**src/rtl/jk_lockstep_monitor_pkg.sv**
```systemverilog
// Shared definitions for the JK lockstep monitor: FSM state encoding and the
// reference JK next-state function, also reused by the flip-flop stage bench.
package jk_lockstep_monitor_pkg;

    typedef enum logic [1:0] {
        ST_IDLE  = 2'd0,
        ST_ARM   = 2'd1,
        ST_RUN   = 2'd2,
        ST_FAULT = 2'd3
    } mon_state_t;

    function automatic logic jk_next(input logic q, input logic j, input logic k);
        case ({j, k})
            2'b00:   return q;
            2'b01:   return 1'b0;
            2'b10:   return 1'b1;
            default: return ~q;
        endcase
    endfunction

endpackage

```
**src/rtl/jk_ref_model.sv**
```systemverilog
// Golden JK register: loaded from the observed stage output while arming,
// then stepped from the shared J/K nets while the monitor is running.
module jk_ref_model
    import jk_lockstep_monitor_pkg::*;
(
    input  logic clk,
    input  logic rst,
    input  logic load,
    input  logic load_val,
    input  logic step,
    input  logic J,
    input  logic K,
    output logic q
);

    // NOTE: state registers use non-blocking assignments so every flop samples
    // pre-edge values, matching the stage being shadowed.
    always_ff @(posedge clk or negedge rst) begin
        if (!rst) begin
            q <= 1'b0;
        end else if (load) begin
            q <= load_val;
        end else if (step) begin
            q <= jk_next(q, J, K);
        end
    end

endmodule

```
**src/rtl/jk_lockstep_monitor.sv**
```systemverilog
// Lockstep checker for the three-way jk_flip_flop stage: runs a golden model,
// flags per-implementation divergence, counts errors/toggles and votes Q.
module jk_lockstep_monitor
    import jk_lockstep_monitor_pkg::*;
#(
    parameter int CNT_W       = 8,
    parameter int ARM_CYCLES  = 2,
    parameter int FAULT_LIMIT = 3
) (
    input  logic             clk,
    input  logic             rst,
    input  logic             en,
    input  logic             clr,
    input  logic             J,
    input  logic             K,
    input  logic             Q_sr,
    input  logic             Q_d,
    input  logic             Q_t,
    output logic             q_exp,
    output logic             q_vote,
    output logic [2:0]       mismatch,
    output logic [2:0]       sticky,
    output logic [CNT_W-1:0] err_cnt,
    output logic [CNT_W-1:0] toggle_cnt,
    output logic [1:0]       state,
    output logic             fault
);

    localparam int ARM_W = (ARM_CYCLES > 1) ? $clog2(ARM_CYCLES) : 1;
    localparam logic [ARM_W-1:0] ARM_LAST  = ARM_W'(ARM_CYCLES - 1);
    localparam logic [CNT_W-1:0] CNT_MAX   = '1;
    localparam logic [CNT_W-1:0] ERR_LIMIT = CNT_W'(FAULT_LIMIT);

    mon_state_t       st;
    logic [ARM_W-1:0] arm_cnt;
    logic             q_d_prev;

    logic             active;
    logic             load;
    logic             step;
    logic [2:0]       diff;
    logic             any_diff;
    logic [CNT_W-1:0] err_inc;

    // clr and en=0 both pre-empt the golden model, so it only moves on live edges.
    assign active   = en && !clr;
    assign load     = (st == ST_ARM) && active;
    assign step     = (st == ST_RUN) && active;

    assign diff     = {Q_t, Q_d, Q_sr} ^ {3{q_exp}};
    assign any_diff = |diff;
    assign err_inc  = (err_cnt == CNT_MAX) ? err_cnt : err_cnt + CNT_W'(1);

    assign q_vote   = (Q_sr & Q_d) | (Q_sr & Q_t) | (Q_d & Q_t);
    assign state    = st;

    jk_ref_model u_ref (
        .clk      (clk),
        .rst      (rst),
        .load     (load),
        .load_val (Q_d),
        .step     (step),
        .J        (J),
        .K        (K),
        .q        (q_exp)
    );

    always_ff @(posedge clk or negedge rst) begin
        if (!rst) begin
            st         <= ST_IDLE;
            arm_cnt    <= '0;
            q_d_prev   <= 1'b0;
            mismatch   <= '0;
            sticky     <= '0;
            err_cnt    <= '0;
            toggle_cnt <= '0;
            fault      <= 1'b0;
        end else begin
            q_d_prev <= Q_d;
            if (clr) begin
                st         <= ST_IDLE;
                mismatch   <= '0;
                sticky     <= '0;
                err_cnt    <= '0;
                toggle_cnt <= '0;
                fault      <= 1'b0;
            end else if (st == ST_FAULT) begin
                mismatch <= '0;
                fault    <= 1'b1;
            end else if (!en) begin
                st       <= ST_IDLE;
                mismatch <= '0;
            end else begin
                case (st)
                    ST_IDLE: begin
                        st      <= ST_ARM;
                        arm_cnt <= '0;
                    end
                    ST_ARM: begin
                        arm_cnt <= arm_cnt + ARM_W'(1);
                        if (arm_cnt == ARM_LAST) st <= ST_RUN;
                    end
                    ST_RUN: begin
                        mismatch <= diff;
                        sticky   <= sticky | diff;
                        if (Q_d != q_d_prev) toggle_cnt <= toggle_cnt + CNT_W'(1);
                        if (any_diff) begin
                            err_cnt <= err_inc;
                            // Entering FAULT suppresses the flag pulse; sticky still records it.
                            if (err_inc >= ERR_LIMIT) begin
                                st       <= ST_FAULT;
                                fault    <= 1'b1;
                                mismatch <= '0;
                            end
                        end
                    end
                    default: begin
                        mismatch <= '0;
                    end
                endcase
            end
        end
    end

endmodule

```
**config.mk**
```make
export PLATFORM = sky130hd
export DESIGN_NAME = jk_lockstep_monitor
export DESIGN_NICKNAME = d
export VERILOG_FILES = /design/src/rtl/jk_lockstep_monitor_pkg.sv /design/src/rtl/jk_ref_model.sv /design/src/rtl/jk_lockstep_monitor.sv
export SDC_FILE = /design/constraint.sdc
export NUM_CORES = 1
export LEC_CHECK = 0
export ABC_CLOCK_PERIOD_IN_PS = 1950
export BUFFER_PORTS_ARGS = -buffer_cell sky130_fd_sc_hd__buf_2
export CAP_MARGIN = 0
export CORE_MARGIN = 10
export CORE_UTILIZATION = 38
export CTS_CLUSTER_DIAMETER = 50
export DETAILED_ROUTE_END_ITERATION = 8
export PLACE_DENSITY = 0.74
export SLEW_MARGIN = 15
export SYNTH_ARGS = -nofsm -noshare
export SYNTH_HDL_FRONTEND = slang
export SYNTH_SLANG_ARGS = --single-unit
export TNS_END_PERCENT = 30
```
**constraint.sdc**
```tcl
create_clock -name clk -period 1.95 [get_ports clk]
set_input_delay 0.0975 -clock clk [delete_from_list [all_inputs] [get_ports clk]]
set_output_delay 0.0975 -clock clk [all_outputs]
set_load 0.005 [all_outputs]
```
## After elaboration in Yosys (flattened, before gate mapping)

Index checks and enable logic that the tools add are counted.

- Add/subtract/negate cells: 3
- Order comparisons: 1
- Eq/ne operators: 14
- Mux-type cells: 38
- Bitwise operators: 10
- Reductions and logical operators: 25

Operators by type and width:

| operator | count |
|---|---|
| 8-bit two-way mux | 11 |
| 3-bit two-way mux | 9 |
| 8-bit by 1-bit adder with 8-bit output, second input constant | 2 |
| 4-bit AND reduction | 4 |
| 2-bit two-way mux | 6 |
| 2-bit nonzero test | 6 |
| 3-bit nonzero test | 4 |
| 8-bit == test, second input constant | 1 |
| 8-bit by 2-bit greater-or-equal comparator with 1-bit output, second input constant | 1 |
| 1-bit two-way mux | 8 |
| 4-bit inequality test, second input constant | 2 |
| 2-bit == test, second input constant | 3 |
| 2-bit case mux with 3 select lines | 1 |
| 3-bit case mux with 2 select lines | 1 |
| 5-bit by 1-bit inequality test with 1-bit output, second input constant | 1 |
| 5-bit AND reduction | 1 |
| 2-bit by 1-bit == test with 1-bit output, second input constant | 2 |
| 2-bit zero test | 2 |
| 2-bit inequality test, second input constant | 2 |
| 4-bit by 2-bit inequality test with 1-bit output, second input constant | 1 |
| 4-bit by 3-bit inequality test with 1-bit output, second input constant | 1 |
| 1-bit AND | 3 |
| 1-bit logical AND | 3 |
| 1-bit NOT | 3 |
| other kinds (12) | 13 |

- Bits in registers: 28
- Output and inout bits: 27
- Logic and storage cells: 100

## Logic depth before layout (Yosys ltp)

Gate-level depths: netlist of run 1.

- Depth after elaboration: 9
- Depth in mapped cells: 8

## Cells and area by module

From an unflattened synthesis of run 1, not the netlist that was laid out.

- Cell total of the unflattened synthesis: 171
- Area total of the unflattened synthesis: 1680.4 µm²

Modules (own cells, without submodules):

| module | times used | cells each | area each (µm²) | sequential area each (µm²) |
|---|---|---|---|---|
| jk_lockstep_monitor | 1 | 160 | 1582.8 | 675.6 |
| jk_ref_model | 1 | 11 | 97.6 | 25.0 |

## Worst setup path after synthesis of run 1

OpenSTA, ideal clock, no wires.

- Path type: flip-flop to flip-flop
- Start: register err_cnt[0]
- End: register fault
- Library setup time: 0.132 ns
- Arrival time: 1.902 ns
- Required time: 1.818 ns
- Path slack: -0.084 ns
- Cell stages (with the launch flop): 8
- Path buffers: 0
- Clock period less this slack: 2.034 ns
- Path through: dfrtp_1 -> ha_1 -> a21boi_1 -> a21oi_1 -> o32a_1 -> o31a_1 -> a311oi_1 -> nor2_1

- Cells in the longest elaborated chain, start to end: 5

Ends and longest elaborated chain:

| what | line | text |
|---|---|---|
| start, declared | jk_lockstep_monitor.sv:23 | `output logic [CNT_W-1:0] err_cnt,` |
| start signal, assigned | jk_lockstep_monitor.sv:108 | `err_cnt <= err_inc;` |
| 8-bit by 1-bit adder with 8-bit output / 8-bit == test (equally long branches) | jk_lockstep_monitor.sv:52 | `assign err_inc = (err_cnt == CNT_MAX) ? err_cnt : err_cnt + CNT_W'(1);` |
| 8-bit two-way mux * | jk_lockstep_monitor.sv:52 |  |
| 8-bit by 2-bit greater-or-equal comparator with 1-bit output * | jk_lockstep_monitor.sv:110 | `if (err_inc >= ERR_LIMIT) begin` |
| 3-bit nonzero test (no line) * | - |  |
| 4-bit AND reduction (no line) * | - |  |
| end signal, assigned | jk_lockstep_monitor.sv:77 | `fault <= 1'b0;` |
| end signal, assigned | jk_lockstep_monitor.sv:86 | `fault <= 1'b0;` |
| end signal, assigned | jk_lockstep_monitor.sv:112 | `fault <= 1'b1;` |
| end, declared | jk_lockstep_monitor.sv:26 | `output logic fault` |

Every way passes the cells marked *; elsewhere a longest branch is shown, timed or not.
A chain may end at the register's enable or synchronous reset.

## Final worst setup path of run 1

- Start: register err_cnt[1]
- End: register mismatch[0]

- Cells in the longest elaborated chain, start to end: 9

Ends and longest elaborated chain:

| what | line | text |
|---|---|---|
| 8-bit by 1-bit adder with 8-bit output / 8-bit == test (equally long branches) | jk_lockstep_monitor.sv:52 |  |
| 8-bit two-way mux * | jk_lockstep_monitor.sv:52 |  |
| 8-bit by 2-bit greater-or-equal comparator with 1-bit output * | jk_lockstep_monitor.sv:110 |  |
| 3-bit two-way mux * | jk_lockstep_monitor.sv:110 |  |
| 3-bit two-way mux * | jk_lockstep_monitor.sv:107 | `if (any_diff) begin` |
| 3-bit case mux with 2 select lines * | jk_lockstep_monitor.sv:94 | `case (st)` |
| 3-bit two-way mux * | jk_lockstep_monitor.sv:90 | `end else if (!en) begin` |
| 3-bit two-way mux * | jk_lockstep_monitor.sv:87 | `end else if (st == ST_FAULT) begin` |
| 3-bit two-way mux * | jk_lockstep_monitor.sv:80 | `if (clr) begin` |
| end signal, assigned | jk_lockstep_monitor.sv:104 | `mismatch <= diff;` |
| end, declared | jk_lockstep_monitor.sv:21 | `output logic [2:0] mismatch,` |

Marks and branches as above.

==> metrics.md, run 1 <==
| Metric | Value |
|---|---|
| Run status | `finished, final reports clean` |
| Placed cells | `between 200 and 300` |
| Synth async-reset ratio | `1.00` |
| Inserted Clock Buffers | `3` |
| Worst Tran Pin Value | `631 ps` |
| Post-layout instance area | `between 2000 and 2500 um^2` |
| Nets | `around 230` |
| Netlist cell types | `42` |
| Tot GR Track Use | `0.111` |
| Worst-path clk slew | `roughly 100 ps` |
| Vias in the first global route | `approximately 1,500` |
| Worst-path cell chain | `ha_4 > and4_1 > a21oi_1 > or3_4 > nor4b_4 > buf_4 > nand3_1 > a21oi_2` |
| Layout Area Growth over Synthesis | `28.7%` |
| CTS Buffer Depth | `2` |
| Vias | `between 1,000 and 1,500` |
| Count of final hold-check violations | `0` |
| Worst path required time | `about 2200 ps` |
| IO Pins | `36` |
| Tot Pwr | `1.38 mW` |
| Syn Inst Count | `166` |
| Starting density of the core | `0.393` |
| Cell leakage power | `0.998 nW` |
| CTS sink cnt | `28` |
| Die height | `between 80 and 90 um` |
| Critical-path top delay cell | `dfrtp_1` |
| CTS tree | `built` |
| EDFF count, synth | `0` |
| Max-Slew Margin vs Limit | `0.579` |
| Critical Path End Type | `flip-flop` |
| Post-synthesis sequential area ratio | `0.442` |
| Hold path cells | `1` |
| Crit path time final | `1920 ps` |
| Warning count from the yosys run | `0` |
| Critical path launch point type | `flip-flop` |
| Final Util | `0.506` |
| GRT overflow | `0` |
| Row count | `23` |
| Area leader, netlist | `dfrtp_1` |
| Arrival time worst endpoint | `about 2100 ps` |
| Die X | `around 85 um` |
| Min Hold Slack | `roughly 19 ps` |
| Fin crit share | `0.986` |
| Drt pass-1 iters | `4` |
| Routability congestion estimate | `around 0.88` |
| DR DRC count | `0` |
| DP Wirelength | `2940 um` |
| Final wirelength | `3940 um` |
| Largest net degree at the start of global routing | `29` |
| Initial antenna violation count | `0` |
| Peak fanout along the critical path | `6` |
| PortBufs | `35` |
| Diodes inserted | `0` |
| Max Slew Vio Count | `0` |
| Vias per inst | `~5.4` |
| Setup TNS | `0 ps` |
| PD cells | `around 680 nW/um^2` |
| Crit Path Category | `reg -> reg` |
| Mean routed wirelength per cell | `14.9 um` |
| Post-Layout Cell Count | `around 260` |
| Mapped Area | `roughly 1600 um^2` |
| Synth area leaders | `dfrtp_1 (44%), ha_1 (6.3%), nor2_1 (5.4%)` |
| # Max-Cap Violations | `0` |
| Detailed Route Iter0 Violations | `slightly above 50` |
| Flop2flop setup slack | `30 ps` |
| Die ar. | `about 7200 um^2` |
| Skew-Pair Late Insertion Delay | `270 ps` |
| Synth Area per Inst | `9.55 um^2` |
| Commonest non-fill, non-tap cell in the layout | `buf_2` |
| H-tree Lvls | `1` |
| #FFs+latches synth | `28` |
| CORE AREA | `between 4000 and 5000 um^2` |
| Hold path start | `Q_d` |
| Final setup margin | `around 28 ps` |
| Hold Crit Class | `in -> reg` |
| Worst R2R End | `mismatch[0]$_DFFE_PN0N_` |
| R2R depth | `8` |
| Reg-to-Reg Start | `err_cnt[1]$_DFFE_PN0P_` |
| RSZ-0062 raised after global routing | `true` |
| Slowest stage delay, CP | `400 ps` |
| Fin Clk Skew | `about 4 ps` |
| Share of the synthesized area in the top cell type | `0.442` |
| VDD IR max | `between 0.4 and 0.5 mV` |
| FMAX | `approximately 520 MHz` |
| Dpl cell area | `about 1900 um^2` |
| Post-route ant nets | `0` |
| Main flop type after synthesis | `dfrtp_1` |
| # setup viols final | `0` |
| Hold path endpoint | `q_d_prev$_DFF_PN0_` |
| Post-placement setup slack | `3.51 ps` |
| First-pass GRT wire length | `roughly 6800 um` |
| Syn Nets | `183` |
| Most frequent cells in the layout | `buf_2 (35), dfrtp_1 (27), nor2_1 (23), buf_4 (14), nand2_1 (13)` |
| Share of layout cells above drive strength 1 | `0.308` |
| Clk Tree Root Cell | `clkbuf_8` |
-- flip-flops by register name (all words and copies together) (netlist names) --
register	cells
fault	1
state	2
err_cnt	8
q_d_prev	1
u_ref.q	1
mismatch	3
toggle_cnt	8
sticky	3
arm_cnt	1
-- worst max-delay path by stage --
| stage | startpoint | endpoint | slack (ps) | depth (start not counted) |
|---|---|---|---|---|
| 6_report | err_cnt[1]$_DFFE_PN0P_ | mismatch[0]$_DFFE_PN0N_ | 30 | 8 |
| 5_1_grt | err_cnt[1]$_DFFE_PN0P_ | state[1]$_DFFE_PN0P_ | -90 | 8 |
| 4_1_cts | err_cnt[1]$_DFFE_PN0P_ | mismatch[0]$_DFFE_PN0N_ | 10 | 8 |
| 3_5_place_dp | err_cnt[1]$_DFFE_PN0P_ | fault$_DFFE_PN0P_ | 4 | 7 |
| 3_3_place_gp | err_cnt[0]$_DFFE_PN0P_ | fault$_DFFE_PN0P_ | 50 | 7 |
| 2_1_floorplan | err_cnt[1]$_DFFE_PN0P_ | fault$_DFFE_PN0P_ | 30 | 7 |
-- cell families (layout without fill, tap and decap cells) --
| family | count (synthesis) | in the layout | share of synthesized area |
|---|---|---|---|
| compound gates | 32 | 32 | 0.144 |
| xor+xnor | 14 | 14 | 0.0773 |
| fa+ha+maj | 9 | 9 | 0.0695 |
| buf+inv | 15 | 63 | 0.0395 |
| flops | 28 | 28 | 0.442 |
| mux | 4 | 4 | 0.0253 |
| simple gates | 64 | 64 | 0.202 |
-- timing repair --
| item | CTS | global route |
|---|---|---|
| hold buffers | 1 | 0 |
| setup endpoints to repair | 2 | 7 |
| setup buffers | 1 | 1 |
| pin swaps | 3 | 5 |
| hold endpoints to repair | 28 | 0 |
| resized for setup | 3 | 5 |
-- critical path: cells and delay by family (launching register included) --
family	cells	cell delay [ps]
fa+ha+maj	1	170
compound gates	2	200
flops	1	400
buf+inv	1	170
simple gates	4	910
-- layout make-up --
type,instances,area (um^2)
clock buffer,3,41.3
sequential,28,702
fill,381,1990
multi-input combinational,123,880
timing repair buffer,50,290
inverter,9,33.8
tap,50,62.6
clock inverter,1,30.0
-- synthesized netlist by cell type (all sizes together), types with 3 or more instances --
| cell type | n |
|---|---|
| o21ai | 4 |
| nand2 | 13 |
| nand3 | 8 |
| nor3 | 3 |
| a21oi | 9 |
| clkbuf | 4 |
| dfrtp | 28 |
| xnor2 | 6 |
| a31oi | 4 |
| xor2 | 8 |
| nand4 | 4 |
| nor2 | 23 |
| mux2i | 4 |
| ha | 8 |
| inv | 9 |
-- metal layers --
| metal | GRT usage | up-vias | routed length [um] | share of wire |
|---|---|---|---|---|
| li1 | - | 682 | - | - |
| met1 | 0.140 | 694 | 1780 | 0.45 |
| met2 | 0.181 | 35 | 1890 | 0.48 |
| met3 | 0.0338 | 4 | 238 | 0.060 |
| met4 | 0.0254 | 0 | 29 | 0.0074 |
| met5 | 0 | - | 0 | 0 |
-- where the power goes --
group,switching (mW),internal [mW],total [mW]
logic,0.168,0.131,0.299
registers,0.0189,0.606,0.625
clock network,0.184,0.275,0.458
Note: power is estimated with default switching activity, not from simulation.
==> inputs of run 2 (changes only) <==
- REMOVE_ABC_BUFFERS: not set -> 1
==> run 2 against run 1 <==
Utilization down 0.47 points. Non-clock buffer count unchanged. Register-to-register slack worse by 20 ps.
==> metrics.md, run 2 (same netlist as run 1, synthesis figures left out) <==
| Metric | Value |
|---|---|
| Peak fanout along the critical path | `5` |
| Tot Pwr | `roughly 1.2 mW` |
| Slowest stage delay, CP | `just over 400 ps` |
| Critical-path top delay cell | `dfrtp_1` |
| Worst path required time | `between 2000 and 2500 ps` |
| Share of layout cells above drive strength 1 | `0.315` |
| Run status | `finished, final reports clean` |
| First-pass GRT wire length | `~6500 um` |
| Max-Slew Margin vs Limit | `0.579` |
| DR DRC count | `0` |
| Die X | `approximately 85 um` |
| Worst R2R End | `mismatch[0]$_DFFE_PN0N_` |
| Nets | `roughly 230` |
| Fin Clk Skew | `between 4 and 5 ps` |
| Flop2flop setup slack | `between 4 and 5 ps` |
| Post-route ant nets | `0` |
| VDD IR max | `~0.5 mV` |
| Fin crit share | `0.998` |
| GRT overflow | `0` |
| Vias in the first global route | `approximately 1,500` |
| Largest net degree at the start of global routing | `29` |
| Final Util | `0.502` |
| CTS Buffer Depth | `2` |
| Grt peak-use layer | `met2` |
| IO Pins | `36` |
| Diodes inserted | `0` |
| Vias | `1,437` |
| Mean routed wirelength per cell | `between 15 and 20 um` |
| Max Slew Vio Count | `0` |
| Inserted Clock Buffers | `3` |
| Drt pass-1 iters | `4` |
| Starting density of the core | `0.393` |
| Met3 usage | `0.0309` |
| Hold path cells | `1` |
| Dpl cell area | `about 1900 um^2` |
| WP buf/inv | `1` |
| Layout Area Growth over Synthesis | `27.5%` |
| Critical Path End Type | `flip-flop` |
| GRT met1 Usage | `0.115` |
| Initial antenna violation count | `0` |
| Worst-path cell chain | `ha_4 > and4_4 > a21oi_2 > or3_4 > nor4b_4 > buf_4 > nand3_1 > a21oi_2` |
| Row count | `23` |
| FMAX | `514 MHz` |
| H-tree Lvls | `1` |
| Most frequent cells in the layout | `buf_2 (35), dfrtp_1 (28), nor2_1 (23), buf_4 (14), nand2_1 (13)` |
| Clk Tree Root Cell | `clkbuf_8` |
| Hold path endpoint | `q_d_prev$_DFF_PN0_` |
| Met2 GRT Util | `0.188` |
| Min Hold Slack | `approximately 36 ps` |
| Routability congestion estimate | `about 0.85` |
| Commonest non-fill, non-tap cell in the layout | `buf_2` |
| Hold Crit Class | `in -> reg` |
| Die height | `84.6 um` |
| Top delay family on crit path | `simple AND/OR/NAND/NOR gates` |
| Count of final hold-check violations | `0` |
| Cell repeated most along the worst path | `a21oi_2` |
| Worst Tran Pin Value | `632 ps` |
| # setup viols final | `0` |
| Crit path time final | `1950 ps` |
| Critical path launch point type | `flip-flop` |
| RSZ-0062 raised after global routing | `true` |
| Final setup margin | `between 4 and 5 ps` |
| Crit Path Category | `reg -> reg` |
| Arrival time worst endpoint | `approximately 2200 ps` |
| Worst-path clk slew | `roughly 90 ps` |
| Final wirelength | `roughly 4200 um` |
| CTS tree | `built` |
| Cell leakage power | `approximately 0.99 nW` |
| PortBufs | `35` |
| Post-placement setup slack | `-60.5 ps` |
| Tot GR Track Use | `0.107` |
| Skew-Pair Late Insertion Delay | `270 ps` |
| Vias per inst | `5.46` |
| R2R depth | `8` |
| Post-layout instance area | `just over 2000 um^2` |
| Biggest regs | `err_cnt x8, toggle_cnt x8` |
| Die ar. | `~7200 um^2` |
| Hold path start | `Q_d` |
| CTS sink cnt | `28` |
| CORE AREA | `approximately 4000 um^2` |
| PD cells | `roughly 610 nW/um^2` |
| Detailed Route Iter0 Violations | `69` |
| # Max-Cap Violations | `0` |
| DP Wirelength | `between 3000 and 4000 um` |
| Reg-to-Reg Start | `err_cnt[0]$_DFFE_PN0P_` |
-- run 2: worst max-delay path by stage --
stage	from	cells past startpoint	slack, ps	to
after floorplan	err_cnt[0]$_DFFE_PN0P_	7	-90	fault$_DFFE_PN0P_
after global placement	err_cnt[0]$_DFFE_PN0P_	7	50	fault$_DFFE_PN0P_
after detailed placement	err_cnt[1]$_DFFE_PN0P_	8	-60	mismatch[2]$_DFFE_PN0N_
after CTS	err_cnt[0]$_DFFE_PN0P_	8	10	mismatch[2]$_DFFE_PN0N_
after global routing	err_cnt[0]$_DFFE_PN0P_	8	-80	state[0]$_DFFE_PN0P_
final	err_cnt[0]$_DFFE_PN0P_	8	4	mismatch[0]$_DFFE_PN0N_
-- run 2: per-stage QoR --
stage,std cells,setup TNS [ps]
after global placement,258,0
final,263,0
after CTS,262,0
after global routing,263,-312
after detailed placement,258,-147
after floorplan,160,-278
-- run 2: power breakdown --
part | total [mW] | leakage, nW | internal, mW | switching, mW
Sequential | 0.627 | 0.386 | 0.606 | 0.0213
Clock | 0.314 | 0.0216 | 0.139 | 0.176
Combinational | 0.297 | 0.578 | 0.130 | 0.167
Total | 1.24 | 0.985 | 0.875 | 0.364
-- run 2: worst reg2reg max path, delay by kind of cell, from the launching register on --
family	cells	cell delay (ps)
buffers and inverters	1	180
and+or+nand+nor	4	910
adders and majority gates	1	190
AOI/OAI and AO/OA	2	190
DFF	1	410
-- run 2: metal layers --
layer  part of all wire  vias to the layer above
met4              0.017                        0
met5                  0                        -
met2               0.50                       40
met1               0.42                      705
met3              0.055                        9
li1                   -                      683
-- run 2: final cells by class --
class | count | area, um^2
Fill cell | 399 | 2010
Tap cell | 50 | 62.6
Sequential cell | 28 | 701
Inverter | 9 | 33.8
Timing Repair Buffer | 50 | 290
Multi-Input combinational cell | 123 | 892
Clock buffer | 3 | 41.3
-- run 2: repair_timing --
item | CTS | global route
hold endpoints to repair | 28 | 0
pin swaps | 2 | 3
gates resized for setup | 3 | 10
hold buffers | 1 | 0
setup endpoints to repair | 6 | 8
setup buffers | 0 | 1
==> inputs of run 3 (changes only) <==
- CORE_ASPECT_RATIO: not set -> 1.2
==> run 3 against run 2 <==
Critical endpoint is now state[0]$_DFFE_PN0P_. Highest routed layer unchanged. Largest power group unchanged. Power is 2.9% lower. First-iteration DRC count is 12% lower. Sequential cell count did not move. The flow now finishes with violations (negative setup slack). Via count fell by 1.9%. Critical path type unchanged. Non-clock buffer count fell by 2.
==> metrics.md, run 3 (same netlist as run 1, synthesis figures left out) <==
| Metric | Value |
|---|---|
| Fin Clk Skew | `1.85 ps` |
| Tot GR Track Use | `0.108` |
| Critical-path top delay cell | `dfrtp_1` |
| Tot Pwr | `1.20 mW` |
| Worst Tran Pin Value | `between 600 and 700 ps` |
| WP buf/inv | `1` |
| R2R depth | `8` |
| Count of final hold-check violations | `0` |
| CTS tree | `built` |
| Biggest regs | `err_cnt x8, toggle_cnt x8` |
| Cell leakage power | `0.989 nW` |
| Crit path time final | `just under 2000 ps` |
| Min Hold Slack | `about 26 ps` |
| Levels on crit path | `8` |
| Vias | `~1,400` |
| Hold Crit Class | `in -> reg` |
| Die X | `just under 80 um` |
| Worst path required time | `2100 ps` |
| H-tree Lvls | `1` |
| Critical path launch point type | `flip-flop` |
| Row count | `25` |
| Worst-path cell chain | `ha_4 > and4_1 > a21oi_1 > or3_4 > nor4b_4 > buf_4 > a211oi_2 > mux2i_1` |
| GRT overflow | `0` |
| Share of layout cells above drive strength 1 | `0.294` |
| Seq pwr share | `0.533` |
| FMAX | `~510 MHz` |
| Top delay family on crit path | `simple AND/OR/NAND/NOR gates` |
| Crit Path Category | `reg -> reg` |
| Hold path cells | `1` |
| Nets | `230` |
| Die ar. | `7170 um^2` |
| VDD IR max | `0.338 mV` |
| Failing checks | `negative setup slack` |
| Area occupied by multi-input gates | `roughly 880 um^2` |
| Max-Slew Margin vs Limit | `0.599` |
| Dpl cell area | `around 1900 um^2` |
| CTS sink cnt | `28` |
| Skew-Pair Late Insertion Delay | `about 270 ps` |
| Initial antenna violation count | `0` |
| RSZ-0062 raised after global routing | `true` |
| Final setup margin | `-2.10 ps` |
| Comb pwr share | `0.211` |
| Post-route ant nets | `0` |
| Sw Share | `0.288` |
| Mean routed wirelength per cell | `14.5 um` |
| Drt pass-1 iters | `4` |
| # setup viols final | `2` |
| Vias in the first global route | `around 1,400` |
| Routability congestion estimate | `about 0.78` |
| Post-Layout Cell Count | `around 270` |
| Most frequent cells in the layout | `buf_2 (35), dfrtp_1 (28), nor2_1 (23), nand2_1 (13), buf_4 (12)` |
| Peak fanout along the critical path | `5` |
| Critical Path End Type | `flip-flop` |
| DP Wirelength | `2890 um` |
| Detailed Route Iter0 Violations | `61` |
| Fin crit share | `1.00` |
| Largest net degree at the start of global routing | `29` |
| Fill cells | `between 300 and 400` |
| Commonest non-fill, non-tap cell in the layout | `buf_2` |
| First-pass GRT wire length | `approximately 6600 um` |
| Worst-path clk slew | `~90 ps` |
| Slowest stage delay, CP | `roughly 400 ps` |
| Arrival time worst endpoint | `2100 ps` |
| Placed cells | `261` |
| Inserted Clock Buffers | `3` |
| Internal power | `between 800 and 900 uW` |
| CORE AREA | `3970 um^2` |
| IO Pins | `36` |
| Run status | `finished with violations` |
| PortBufs | `35` |
| PD cells | `between 600 and 700 nW/um^2` |
| Post-CTS Setup Bufs | `0` |
| Clk Tree Root Cell | `clkbuf_8` |
| DR DRC count | `0` |
| CTS Buffer Depth | `2` |
| Max Slew Vio Count | `0` |
| Clock power frac | `0.256` |
| FF+latch area | `between 700 and 800 um^2` |
| Sw power | `approximately 350 uW` |
| Layout Area Growth over Synthesis | `26.2%` |
| Starting density of the core | `0.399` |
| Final wirelength | `around 3900 um` |
| Diodes inserted | `0` |
| Vias per inst | `between 5 and 6` |
| Die height | `about 91 um` |
| Post-placement setup slack | `-4.22 ps` |
| # Max-Cap Violations | `0` |
| Post-layout instance area | `about 2000 um^2` |
[run 3: metrics by stage]
step                TNS [ps]   util
detailed placement     -8.67  0.476
global route            -336  0.504
global placement           0  0.476
floorplan               -278      -
CTS                        0  0.489
finish                 -3.73  0.504
[run 3: routing by layer]
layer  part of all wire  GRT usage  up-vias
met3              0.060     0.0319        8
li1                   -          -      682
met2               0.48      0.173       41
met5                  0          0        -
met1               0.44      0.135      678
met4              0.017     0.0299        0
[run 3: final cells by class]
cell class | instances | area share
Multi-Input combinational cell | 123 | 0.441
Tap cell | 54 | 0.0338
Sequential cell | 28 | 0.350
Clock buffer | 3 | 0.0206
Timing Repair Buffer | 48 | 0.138
Inverter | 9 | 0.0169
[run 3: final timing paths]
path	end	slack, ps	start
min reg2reg	mismatch[1]$_DFFE_PN0N_	510	mismatch[1]$_DFFE_PN0N_
max	state[0]$_DFFE_PN0P_	-2	err_cnt[1]$_DFFE_PN0P_
max reg2reg	state[0]$_DFFE_PN0P_	-2	err_cnt[1]$_DFFE_PN0P_
min	q_d_prev$_DFF_PN0_	30	Q_d
min in group asynchronous	err_cnt[3]$_DFFE_PN0P_	360	rst
max in group asynchronous	q_d_prev$_DFF_PN0_	1200	rst
[run 3: power by group through the flow]
stage	registers, mW	logic [mW]	clock network, mW
after detailed placement	0.653	0.247	0
after floorplan	0.650	0.149	0
final	0.641	0.254	0.308
after global routing	0.647	0.283	0.343
after global placement	0.651	0.247	0
after CTS	0.641	0.251	0.314
[run 3: timing repair]
item | in CTS | in global routing
cloned | 0 | 0
pin swaps | 1 | 9
gates resized for setup | 1 | 9
setup endpoints to repair | 5 | 9
hold endpoints to repair | 28 | 0
hold buffers | 1 | 0
